[config.mk]
export PLATFORM = sky130hd
export DESIGN_NAME = seq_mult_ctrl_flat
export DESIGN_NICKNAME = d
export VERILOG_FILES = /design/src/rtl/seq_mult_ctrl_if.sv /design/src/rtl/seq_mult_ctrl.sv /design/src/flat_wrapper.sv
export SDC_FILE = /design/constraint.sdc
export NUM_CORES = 1
export LEC_CHECK = 0
export BUFFER_PORTS_ARGS = -buffer_cell sky130_fd_sc_hd__buf_2
export CORE_MARGIN = 10
export CORE_UTILIZATION = 40
export DETAILED_ROUTE_END_ITERATION = 6
export PLACE_DENSITY = 0.82
export SYNTH_ARGS = -nofsm -noshare
export SYNTH_HDL_FRONTEND = slang
export SYNTH_SLANG_ARGS = --single-unit
[constraint.sdc]
create_clock -name clk -period 2.16 [get_ports clk]
set_input_delay 0.324 -clock clk [delete_from_list [all_inputs] [get_ports clk]]
set_output_delay 0.324 -clock clk [all_outputs]
set_load 0.02 [all_outputs]
[src/rtl/seq_mult_ctrl_if.sv]
// Bundle between the shift-add multiplier controller, the opcode decode,
// the result mux and the external 32-bit adder.
interface seq_mult_ctrl_if #(parameter int WIDTH = 32);
   logic                 start;
   logic [WIDTH-1:0]     multiplicand;
   logic [WIDTH-1:0]     multiplier;
   logic [WIDTH-1:0]     add_a;
   logic [WIDTH-1:0]     add_b;
   logic                 add_cin;
   logic [WIDTH-1:0]     add_sum;
   logic                 add_cout;
   logic                 busy;
   logic                 done;
   logic [2*WIDTH-1:0]   product;

   // master: decode/adder side; slave: the controller
   modport master (
      output start, multiplicand, multiplier, add_sum, add_cout,
      input  add_a, add_b, add_cin, busy, done, product
   );
   modport slave (
      input  start, multiplicand, multiplier, add_sum, add_cout,
      output add_a, add_b, add_cin, busy, done, product
   );
endinterface

[src/rtl/seq_mult_ctrl.sv]
// Iteration controller for an unsigned shift-add multiplier; one add per
// clock through an external adder, 32 iterations per product.
module seq_mult_ctrl #(
   parameter int WIDTH = 32,
   parameter int CNT_W = 5
) (
   input  logic             clk,
   input  logic             rst_n,
   seq_mult_ctrl_if.slave   bus
);

   typedef enum logic [1:0] {S_IDLE, S_RUN, S_DONE} state_t;

   state_t             r_state;
   state_t             w_next;
   logic [WIDTH-1:0]   r_m;
   logic [WIDTH-1:0]   r_p_hi;
   logic [WIDTH-1:0]   r_p_lo;
   logic [CNT_W-1:0]   r_cnt;
   logic               w_run;
   logic               w_last;

   assign w_run  = (r_state == S_RUN);
   assign w_last = (r_cnt == CNT_W'(WIDTH - 1));

   always_ff @(posedge clk or negedge rst_n) begin
      if (!rst_n) r_state <= S_IDLE;
      else        r_state <= w_next;
   end

   always_comb begin
      w_next = r_state;
      case (r_state)
         S_IDLE:  if (bus.start) w_next = S_RUN;
         S_RUN:   if (w_last)    w_next = S_DONE;
         S_DONE:  w_next = S_IDLE;
         default: w_next = S_IDLE;
      endcase
   end

   // Carry-out enters the MSB so M >= 2^31 cannot lose a bit on the shift.
   always_ff @(posedge clk or negedge rst_n) begin
      if (!rst_n) begin
         r_m    <= '0;
         r_p_hi <= '0;
         r_p_lo <= '0;
         r_cnt  <= '0;
      end else if (r_state == S_IDLE && bus.start) begin
         r_m    <= bus.multiplicand;
         r_p_hi <= '0;
         r_p_lo <= bus.multiplier;
         r_cnt  <= '0;
      end else if (w_run) begin
         {r_p_hi, r_p_lo} <= {bus.add_cout, bus.add_sum, r_p_lo[WIDTH-1:1]};
         r_cnt            <= r_cnt + 1'b1;
      end
   end

   assign bus.add_a   = w_run ? r_p_hi : '0;
   assign bus.add_b   = (w_run && r_p_lo[0]) ? r_m : '0;
   assign bus.add_cin = 1'b0;
   assign bus.busy    = w_run;
   assign bus.done    = (r_state == S_DONE);
   assign bus.product = {r_p_hi, r_p_lo};

endmodule
[src/flat_wrapper.sv]
// flat-port wrapper written by rule: the top's interface ports become plain ports
module seq_mult_ctrl_flat 
#(
   parameter int WIDTH = 32,
   parameter int CNT_W = 5
)
  (clk, rst_n, bus_start, bus_multiplicand, bus_multiplier, bus_add_sum, bus_add_cout, bus_add_a, bus_add_b, bus_add_cin, bus_busy, bus_done, bus_product);
  seq_mult_ctrl_if #(.WIDTH(WIDTH)) bus_i ();
  input  logic clk;
  input  logic rst_n;
  input wire logic [$bits(bus_i.start)-1:0] bus_start;
  input wire logic [$bits(bus_i.multiplicand)-1:0] bus_multiplicand;
  input wire logic [$bits(bus_i.multiplier)-1:0] bus_multiplier;
  input wire logic [$bits(bus_i.add_sum)-1:0] bus_add_sum;
  input wire logic [$bits(bus_i.add_cout)-1:0] bus_add_cout;
  output wire logic [$bits(bus_i.add_a)-1:0] bus_add_a;
  output wire logic [$bits(bus_i.add_b)-1:0] bus_add_b;
  output wire logic [$bits(bus_i.add_cin)-1:0] bus_add_cin;
  output wire logic [$bits(bus_i.busy)-1:0] bus_busy;
  output wire logic [$bits(bus_i.done)-1:0] bus_done;
  output wire logic [$bits(bus_i.product)-1:0] bus_product;
  assign bus_i.start = bus_start;
  assign bus_i.multiplicand = bus_multiplicand;
  assign bus_i.multiplier = bus_multiplier;
  assign bus_i.add_sum = bus_add_sum;
  assign bus_i.add_cout = bus_add_cout;
  assign bus_add_a = bus_i.add_a;
  assign bus_add_b = bus_i.add_b;
  assign bus_add_cin = bus_i.add_cin;
  assign bus_busy = bus_i.busy;
  assign bus_done = bus_i.done;
  assign bus_product = bus_i.product;
  seq_mult_ctrl #(.WIDTH(WIDTH), .CNT_W(CNT_W)) u_core (.clk(clk), .rst_n(rst_n), .bus(bus_i));
endmodule
* Word-level counts from Yosys, hierarchy flattened
Cells that the tools add are included.
** Operators by class
- Muxes and demuxes :: 11
- Add/subtract/negate cells :: 1
- Reductions and logical operators :: 5
- Equality and inequality tests :: 5
** Operator list (number)
- $mux 32 :: 6
- $mux 5 :: 2
- $add 5x1->5 const B :: 1
- $eq 5x5->1 const B :: 1
- $mux 2 :: 2
- $ne 2x2->1 const B :: 2
- $pmux 2 s2 :: 1
- $eq 2x1->1 const B :: 1
- $eq 2x2->1 const B :: 1
- $logic_and 1x1->1 :: 2
- $logic_not 2->1 :: 1
- $reduce_and 2->1 :: 1
- $reduce_bool 2->1 :: 1
** Word-level totals
- Output and inout port bits :: 131
- Word-level logic and storage cells :: 27
- Input bits :: 100
- Flip-flop bits (word level) :: 103

* Depth between registers and ports, before layout
Gate-level depths: netlist of the first run.
- Word-level depth :: 3
- Depth in mapped cells :: 6
- Mapped depth without buffers :: 4

* Least setup slack after synthesis of the first run
OpenSTA, ideal clock, no wires.
- Path kind :: register -> output
- From :: register u_core.r_state[1]
- To :: output port bus_add_a[22]
- Stages on the path, launching flop included :: 6
- Data arrival time :: 1.394 ns
- Setup slack :: 0.442 ns
- Cell sequence :: dfrtp_1 -> buf_4 -> nand2b_2 -> inv_2 -> clkbuf_1 -> and2_1
** On the way
- Longest elaborated chain between the ends :: 2
** Ends and longest elaborated chain
- start: declaration :: line seq_mult_ctrl.sv:14 : state_t r_state;
- start signal: assignment :: line seq_mult_ctrl.sv:28 : else r_state <= w_next;
- $eq 2x1->1 :: line seq_mult_ctrl.sv:23 : assign w_run = (r_state == S_RUN);
- named net bus_busy :: line flat_wrapper.sv:19 : output wire logic [$bits(bus_i.busy)-1:0] bus_busy;
- $mux 32 :: line seq_mult_ctrl.sv:59 : assign bus.add_a = w_run ? r_p_hi : '0;
- end: declaration :: line flat_wrapper.sv:16 : output wire logic [$bits(bus_i.add_a)-1:0] bus_add_a;
The timed path passes the listed nets, and every way through them passes these cells.

* Worst setup path after layout of the first run
- From :: register u_core.r_state[1]
- To :: output port bus_add_b[1]
** On the way
- Longest elaborated chain between the ends :: 3
** Ends and longest elaborated chain
- $eq 2x1->1 :: line seq_mult_ctrl.sv:23
- $logic_and 1x1->1 :: line seq_mult_ctrl.sv:60 : assign bus.add_b = (w_run && r_p_lo[0]) ? r_m : '0;
- $mux 32 :: line seq_mult_ctrl.sv:60
- end: declaration :: line flat_wrapper.sv:17 : output wire logic [$bits(bus_i.add_b)-1:0] bus_add_b;
Every way passes these cells.

==> flow_summary.ini, run 1 <==
[synthesis]
syn_area_um2 = 4530
syn_inst = 389
synthMuxAreaShare = 0.0840
yosysWarnings = 0
synth_top_family_by_area = compound AO/OA/AOI/OAI gates
synth-edff-count = 0
synth-compound-area-share = 0.162
syn-num-nets = 491
ys_ff_latch = 103
yosys.area_share.simple = 0.133
syn_area_per_cell_um2 = 11.6
synthFlopType = dfrtp_1
synth_fa_ha_area_frac = 0.00553
synth_cell_type_count = 26
synthXorXnorAreaFrac = 0
yosysSeqAreaShare = 0.569
synthArstFlopShare = 1.00

[global_routing]
grt_pass1_vias = 4104
grt_pass1_wl_um = 21400
antenna_found_initial = 0
grt-ovfl-total = 0
track_usage = 0.160
grt_max_degree = 95

[worst_setup_path]
crit_arrival_ns = 1.75
regToRegSetupSlack_ns = 0.29
worst_setup_path_end_kind = primary output
crit_type = reg -> out
path_max_fanout = 94
cp.required_ns = 1.84
critical_path.startpoint_type = register

[sta]
slew_headroom = 0.188
finalSetupViolations = 0
hold_viol_final = 0
worst_slew_pin_slew_ns = 1.21
skew_ns = 0.00993
finalSetupTns_ns = 0
rsz0062_at_grt = no
fmaxAchievable_mhz = 482
finalCritPeriodShare = 0.960
slew_viol_final = 0
period_needed_ns = 2.07

[clock_network]
clk-insertion-delay-late_ns = 0.33
cts.sinks = 103
clk_pin_slew_ns = 0.07
cts_buffers = 9
cts.path.max_buffers = 2
cts_max_level = 3
cts-root-buf = clkbuf_16
cts_tree = built

[drt]
wire_per_inst_um = 18.1
first_pass_iters = 4
drtIter0Drc = 210
avgViaCountPerCell = 5.21
totalWireLength_um = 13600
vias = 3900
drc = 0
ant_nets = 0

[hold_path]
min_path_type = in -> reg

[finish]
num_antenna_cells = 0
fill_cells = 946
area_delta_synth_final_pct = 34.6
design_area_um2 = 6090
fin_nets = 706
drive_gt1_frac = 0.475

[die]
ioPinCount = 231
initial_core_util = 0.412
floorplan.die.width_um = 126
fp.dieH_um = 126
num_rows = 38
core_area_um2 = 11000
die_area_um2 = 16000

[placed_design]
gp_congestion = 0.775
dpl_cell_area_um2 = 5790
port_buffers = 229
dp_hpwl_um = 10300

[power_and_ir_drop]
switchingPower_mw = 4.36
power_density_nw_per_um2 = 1640
irDropWorstVdd_uv = 724
pwr-share-clk = 0.153
switching_share = 0.436
p_leak_nw = 3.13
internal-power_mw = 5.64
p_seq_frac = 0.345
p_comb_frac = 0.502

[job]
max-cap-violations = 0

[run_status]
status = completed
## power by group through the flow
stage | registers, mW | clock network [mW] | logic (mW)
6_report | 3.45 | 1.53 | 5.02
5_1_grt | 3.56 | 1.65 | 5.47
4_1_cts | 3.44 | 1.56 | 5.10
3_5_place_dp | 3.47 | 0 | 5.09
3_3_place_gp | 3.40 | 0 | 4.97
2_1_floorplan | 3.86 | 0 | 2.89
## cells in the final DEF, fill, tap and decap left out, types with 4 or more instances in the layout
cell type,n
a22o_1,34
a22oi_1,32
and2_1,33
and3_1,33
buf_2,228
buf_4,7
clkbuf_16,9
dfrtp_1,103
mux2_2,29
nand2_1,32
nor2b_1,4
o21ai_0,33
## per-stage QoR
step / total power [mW] / util / hold slack, ns / std cells / setup WS (ns)
6_report: 10.0 / 0.555 / 0.209 / 749 / 0.0872
3_3_place_gp: 8.37 / 0.528 / 0.289 / 732 / 0.324
5_1_grt: 10.7 / 0.555 / 0.206 / 749 / 0.00186
3_5_place_dp: 8.56 / 0.528 / 0.289 / 732 / 0.227
4_1_cts: 10.1 / 0.554 / 0.199 / 749 / 0.0728
2_1_floorplan: 6.75 / - / 0.0284 / 389 / 0.442
## sequential cells by signal, indices dropped and copies added (netlist names)
register and count:
u_core.r_cnt 5, u_core.r_p_lo 32, u_core.r_state 2, u_core.r_p_hi 32, u_core.r_m 32
## cells in the mapped netlist (2+ instances only)
master / number / area share
nor2b_1: 5 / 0.0069
a22o_1: 34 / 0.066
clkbuf_1: 19 / 0.016
mux2_2: 29 / 0.072
clkbuf_2: 2 / 0.0022
dfrtp_1: 103 / 0.57
a22oi_1: 32 / 0.053
and3_1: 33 / 0.046
a21oi_1: 3 / 0.0033
nand2_1: 32 / 0.027
o21bai_1: 2 / 0.0033
buf_6: 4 / 0.0099
mux2i_1: 2 / 0.0044
and2_1: 33 / 0.046
mux2_1: 3 / 0.0075
ha_1: 2 / 0.0055
buf_4: 6 / 0.0099
buf_2: 5 / 0.0055
o21ai_0: 33 / 0.036
## final cells by class
type,count,area [um^2],share of cell area
multi-input cells,248,1760,0.289
clock buffers,10,239,0.0392
clock inverters,6,43.8,0.00719
repair buffers,240,1290,0.212
well taps,140,175,0.0287
inverters,2,7.51,0.00123
flip-flops and latches,103,2580,0.423
## logic make-up after synthesis
kind of cell	after synthesis
compound gates	104
fa+ha+maj	2
buf+inv	38
flops	103
mux	34
other cells	1
simple gates	107
## final timing paths
path                                       from                end  cells after the start
setup / recovery              u_core.r_state[1]       bus_add_b[1]                      5
hold / removal             bus_multiplicand[30]     u_core.r_m[30]                      2
setup reg to reg              u_core.r_state[0]  u_core.r_p_lo[27]                      3
hold reg to reg                 u_core.r_cnt[3]    u_core.r_cnt[3]                      1
max in group asynchronous                 rst_n  u_core.r_p_lo[28]                      3
min in group asynchronous                 rst_n      u_core.r_m[7]                      2
## critical path, stage by stage (launching register included)
cell and delay, ns:
dfrtp_1 0.38, nand2b_2 0.20, inv_2 0.14, buf_16 0.26, and3_1 0.22, buf_2 0.17
## layer usage
metal / part of all wire / up-vias / track usage
li1: - / 1818 / -
met1: 0.39 / 1864 / 0.182
met2: 0.50 / 189 / 0.272
met3: 0.094 / 29 / 0.0575
met4: 0.022 / 0 / 0.0536
met5: 0 / - / 0
## timing repair
action / 4_1_cts / 5_1_grt
hold buffers: 1 / 0
resized for setup: 0 / 1
setup buffers: 0 / 0
setup endpoints to repair: 0 / 3
endpoints found under the hold margin: 29 / 0
(Power assumes the default switching activity.)
==> inputs of run 2 (changes only) <==
--- a/config.mk
+++ b/config.mk
@@ -10,6 +10,7 @@
 export CORE_UTILIZATION = 40
 export DETAILED_ROUTE_END_ITERATION = 6
 export PLACE_DENSITY = 0.82
+export SETUP_SLACK_MARGIN = 0.4
 export SYNTH_ARGS = -nofsm -noshare
 export SYNTH_HDL_FRONTEND = slang
 export SYNTH_SLANG_ARGS = --single-unit
==> run 2 against run 1 <==
Net effect: clock power barely moved; first-iteration DRC count decreased by 3.8%; highest routed layer unchanged; critical path type unchanged; critical path depth rose by 1.
==> flow_summary.ini, run 2 (synthesis gave the netlist of run 1 again) <==
[run_status]
status = completed

[power_and_ir_drop]
irDropWorstVdd_uv = 1110
p_leak_nw = 3.47
switching_share = 0.404
internal-power_mw = 7.36
pwr-share-clk = 0.124
power_density_nw_per_um2 = 1750
switchingPower_mw = 5.00
p_comb_frac = 0.591
p_seq_frac = 0.285
p_total_mw = 12.4

[hold_path]
min_path_type = in -> reg
min-delay-start = bus_multiplicand[30]

[sta]
slew_viol_final = 0
period_needed_ns = 1.87
slew_headroom = 0.546
finalSetupTns_ns = 0
worst_slew_pin_slew_ns = 0.680
skew_ns = 0.00972
hold_viol_final = 0
fmaxAchievable_mhz = 534
finalSetupViolations = 0
final.setup.worst_slack_ns = 0.289
rsz0062_at_grt = yes
finalCritPeriodShare = 0.866

[worst_setup_path]
r2r_start = u_core.r_state[0]
crit_type = reg -> out
crit_arrival_ns = 1.55
worst_setup_path_end_kind = primary output
crit_start = u_core.r_state[1]
critical_path.startpoint_type = register
path_max_fanout = 12
cp.required_ns = 1.84
regToRegSetupSlack_ns = 0.45

[drt]
avgViaCountPerCell = 5.35
first_pass_iters = 5
ant_nets = 0
drc = 0
totalWireLength_um = 16200
wire_per_inst_um = 20.9
vias = 4142
drtIter0Drc = 202

[global_routing]
track_usage = 0.186
grt-ovfl-total = 0
grt_max_degree = 61
grt_pass1_wl_um = 24300
antenna_found_initial = 2
grt_pass1_vias = 4450

[finish]
fin_nets = 729
area_delta_synth_final_pct = 56.4
design_area_um2 = 7080
mostFrequentLayoutCells = 162 x buf_2, 101 x dfrtp_1, 66 x buf_6, 34 x a22o_1, 33 x o21ai_0
drive_gt1_frac = 0.573
layout_commonest_cell = buf_2
largestRegisters = u_core.r_m: 32 flops, u_core.r_p_hi: 32 flops, u_core.r_p_lo: 32 flops

[die]
core_area_um2 = 11000
fp.dieH_um = 126
initial_core_util = 0.412
floorplan.die.width_um = 126
die_area_um2 = 16000
num_rows = 38
ioPinCount = 231

[clock_network]
cts_buffers = 9
cts.sinks = 103
cts.path.max_buffers = 2
cts_tree = built
cts-root-buf = clkbuf_16
clk-insertion-delay-late_ns = 0.33
clk_pin_slew_ns = 0.07
cts_max_level = 3

[placed_design]
dpl_cell_area_um2 = 5790
dp_hpwl_um = 10300
port_buffers = 229
gp_congestion = 0.775
pre_cts_ws_ns = 0.227

[job]
max-cap-violations = 0
run 2: cell type report:
class	count	area, um^2
multi-input cells	248	1940
repair buffers	263	2080
fillers	814	3900
flip-flops and latches	103	2580
diodes	2	5.00
well taps	140	175
clock buffers	10	239
clock inverters	6	43.8
inverters	2	15.0
run 2: power by group through the flow:
stage | sequential [mW] | clock [mW] | combinational (mW)
4_1_cts | 3.48 | 1.56 | 6.79
5_1_grt | 3.62 | 1.65 | 7.74
3_3_place_gp | 3.40 | 0 | 4.97
6_report | 3.52 | 1.54 | 7.30
3_5_place_dp | 3.47 | 0 | 5.09
2_1_floorplan | 3.86 | 0 | 2.89
run 2: path summary, 6_finish.rpt:
check | endpoint | depth (start not counted)
worst min-delay path | u_core.r_m[30] | 2
max in group asynchronous | u_core.r_p_lo[20] | 3
worst max register to register | u_core.r_p_lo[18] | 5
min in group asynchronous | u_core.r_m[7] | 2
worst min register to register | u_core.r_cnt[3] | 1
worst max-delay path | bus_add_b[4] | 6
run 2: critical path, stage by stage, from the launching register on:
cell and delay [ns]:
dfrtp_1 0.39, nand2b_4 0.17, inv_8 0.08, buf_8 0.12
buf_12 0.13, and3_4 0.19, buf_6 0.11
run 2: routing by layer:
layer / track usage / wire, um
met5: 0 / 0
met4: 0.0603 / 439
met3: 0.0566 / 1320
met2: 0.330 / 8320
met1: 0.207 / 6100
run 2: per-stage QoR:
stage / hold slack [ns] / cells / util
final: 0.209 / 774 / 0.645
after global routing: 0.203 / 774 / 0.645
after floorplan: 0.0284 / 389 / -
after CTS: 0.199 / 763 / 0.623
after detailed placement: 0.289 / 732 / 0.528
after global placement: 0.289 / 732 / 0.528
run 2: timing repair:
| item | 4_1_cts | 5_1_grt |
|---|---|---|
| pin swaps | 4 | 0 |
| hold buffers | 1 | 0 |
| setup buffers | 7 | 7 |
| endpoints found under the hold margin | 29 | 0 |
| resized for setup | 159 | 41 |
| setup endpoints to repair | 93 | 98 |
| gates cloned | 7 | 2 |
==> inputs of run 3 (changes only) <==
--- a/config.mk
+++ b/config.mk
@@ -9,7 +9,7 @@
 export CORE_MARGIN = 10
 export CORE_UTILIZATION = 40
 export DETAILED_ROUTE_END_ITERATION = 6
-export PLACE_DENSITY = 0.82
+export PLACE_DENSITY = 0.85
 export SETUP_SLACK_MARGIN = 0.4
 export SYNTH_ARGS = -nofsm -noshare
 export SYNTH_HDL_FRONTEND = slang
==> constraint.sdc (replaced) <==
create_clock -name clk -period 1.7 [get_ports clk]
set_input_delay 0.255 -clock clk [delete_from_list [all_inputs] [get_ports clk]]
set_output_delay 0.255 -clock clk [all_outputs]
set_load 0.02 [all_outputs]
==> run 3 against run 2 <==
Net effect: the run now ends with negative setup slack left; wire length increased by 16%; power increased by 49%; register-to-register slack got worse by 0.50 ns; via count increased by 7.3%; global-route usage increased by 2.0 points; largest power group unchanged.
==> flow_summary.ini, run 3 (synthesis gave the netlist of run 1 again) <==
[clock_network]
cts.path.max_buffers = 2
cts.sinks = 103
cts_max_level = 3
cts_buffers = 9
clk-insertion-delay-late_ns = 0.34
clk_pin_slew_ns = 0.08
cts-root-buf = clkbuf_16
cts_tree = built

[worst_setup_path]
path_cells = nand2b_4 -> clkinv_8 -> buf_12 -> clkbuf_16 -> and3_4 -> buf_6
critical_path_buf_inv_count = 4
crit_type = reg -> out
crit_arrival_ns = 1.54
path_max_fanout = 5
cp_slowest_cell = dfrtp_2
cp.required_ns = 1.44
max_stage_delay_ns = 0.43
regToRegSetupSlack_ns = -0.05
critical_path.startpoint_type = register
crit_family = buffers and inverters
worst_setup_path_end_kind = primary output

[global_routing]
track_usage = 0.206
grt_pass1_vias = 4716
grt_max_degree = 104
grt-ovfl-total = 0
grt_pass1_wl_um = 26600
antenna_found_initial = 0

[placed_design]
gp_congestion = 0.751
port_buffers = 229
dp_hpwl_um = 10100

[die]
fp.dieH_um = 126
initial_core_util = 0.412
num_rows = 38
die_area_um2 = 16000
ioPinCount = 231
core_area_um2 = 11000
floorplan.die.width_um = 126

[sta]
final.setup.worst_slack_ns = -0.0996
hold_viol_final = 0
skew_ns = 0.0115
slew_viol_final = 0
finalSetupTns_ns = -4.57
fmaxAchievable_mhz = 556
finalCritPeriodShare = 1.06
worst_slew_pin_slew_ns = 0.558
rsz0062_at_grt = yes
slew_headroom = 0.628
finalSetupViolations = 72
period_needed_ns = 1.80
whs_ns = 0.133

[drt]
ant_nets = 0
first_pass_iters = 4
vias = 4443
avgViaCountPerCell = 5.44
drtIter0Drc = 331
drc = 0
wire_per_inst_um = 23.0
totalWireLength_um = 18800

[power_and_ir_drop]
p_leak_nw = 3.98
power_density_nw_per_um2 = 2220
irDropWorstVdd_uv = 1240

[finish]
drive_gt1_frac = 0.679
area_delta_synth_final_pct = 83.5
fin_nets = 774
layout_commonest_cell = buf_2
largestRegisters = u_core.r_m: 32 flops, u_core.r_p_hi: 32 flops, u_core.r_p_lo: 32 flops
mostFrequentLayoutCells = 161 x buf_2, 101 x dfrtp_1, 84 x buf_6, 34 x a22o_1, 33 x and2_4
fill_cells = 628
num_antenna_cells = 0

[run_status]
status = finished with violations
violations = negative setup slack

[hold_path]
min_path_type = in -> reg

[job]
max-cap-violations = 0
## run 3: per-stage QoR
step / instances / worst slack [ns] / utilization / area (um^2) / power, mW
floorplan: 389 / 0.248 / - / 4860 / 9.51
global placement: 737 / 0.150 / 0.556 / 6110 / 11.4
detailed placement: 737 / 0.0865 / 0.556 / 6110 / 11.7
CTS: 792 / -0.114 / 0.696 / 7650 / 16.9
global route: 817 / -0.143 / 0.757 / 8310 / 19.3
finish: 817 / -0.0996 / 0.757 / 8310 / 18.5
## run 3: final timing paths
| kind | start | depth (start not counted) | endpoint |
|---|---|---|---|
| worst max-delay path | u_core.r_state[0] | 6 | bus_add_b[23] |
| worst min-delay path | bus_add_sum[20] | 2 | u_core.r_p_hi[19] |
| worst max register to register | u_core.r_state[0] | 7 | u_core.r_m[30] |
| worst min register to register | u_core.r_cnt[2] | 1 | u_core.r_cnt[2] |
| max in group asynchronous | rst_n | 3 | u_core.r_p_hi[29] |
| min in group asynchronous | rst_n | 3 | u_core.r_p_lo[7] |
## run 3: per-layer routing
layer  vias up  global-route usage  share of wire
met5         -                   0              0
met3        35              0.0571          0.074
met1      2216               0.227           0.37
met2       220               0.375           0.53
met4         0              0.0583          0.026
li1       1972                   -              -
## run 3: where the power goes
| part | switching [mW] | internal, mW | leakage (nW) |
|---|---|---|---|
| logic | 5.28 | 6.54 | 2.60 |
| clock network | 0.950 | 1.19 | 0.145 |
| registers | 0.953 | 3.56 | 1.24 |
## run 3: worst reg2reg max path, delay by kind of cell (launching register included)
family,cells,cell delay [ns]
flip-flops,1,0.43
buffers and inverters,5,0.65
AND/OR/NAND/NOR,1,0.24
multiplexers,1,0.31
## run 3: layout make-up
class / instances / area (um^2) / share of cell area
inverter: 2 / 20.0 / 0.00241
multi-input combinational: 248 / 2300 / 0.277
timing repair buffer: 308 / 2930 / 0.353
clock inverter: 6 / 67.6 / 0.00813
clock buffer: 10 / 239 / 0.0288
tap: 140 / 175 / 0.0211
sequential: 103 / 2580 / 0.310
## run 3: repair_timing
| item | CTS | global route |
|---|---|---|
| buffers inserted | 21 | 16 |
| setup endpoints to repair | 163 | 169 |
| pin swaps | 38 | 21 |
| resized for setup | 216 | 79 |
| cloned | 17 | 9 |
| endpoints found under the hold margin | 8 | 0 |
| hold buffers | 1 | 0 |
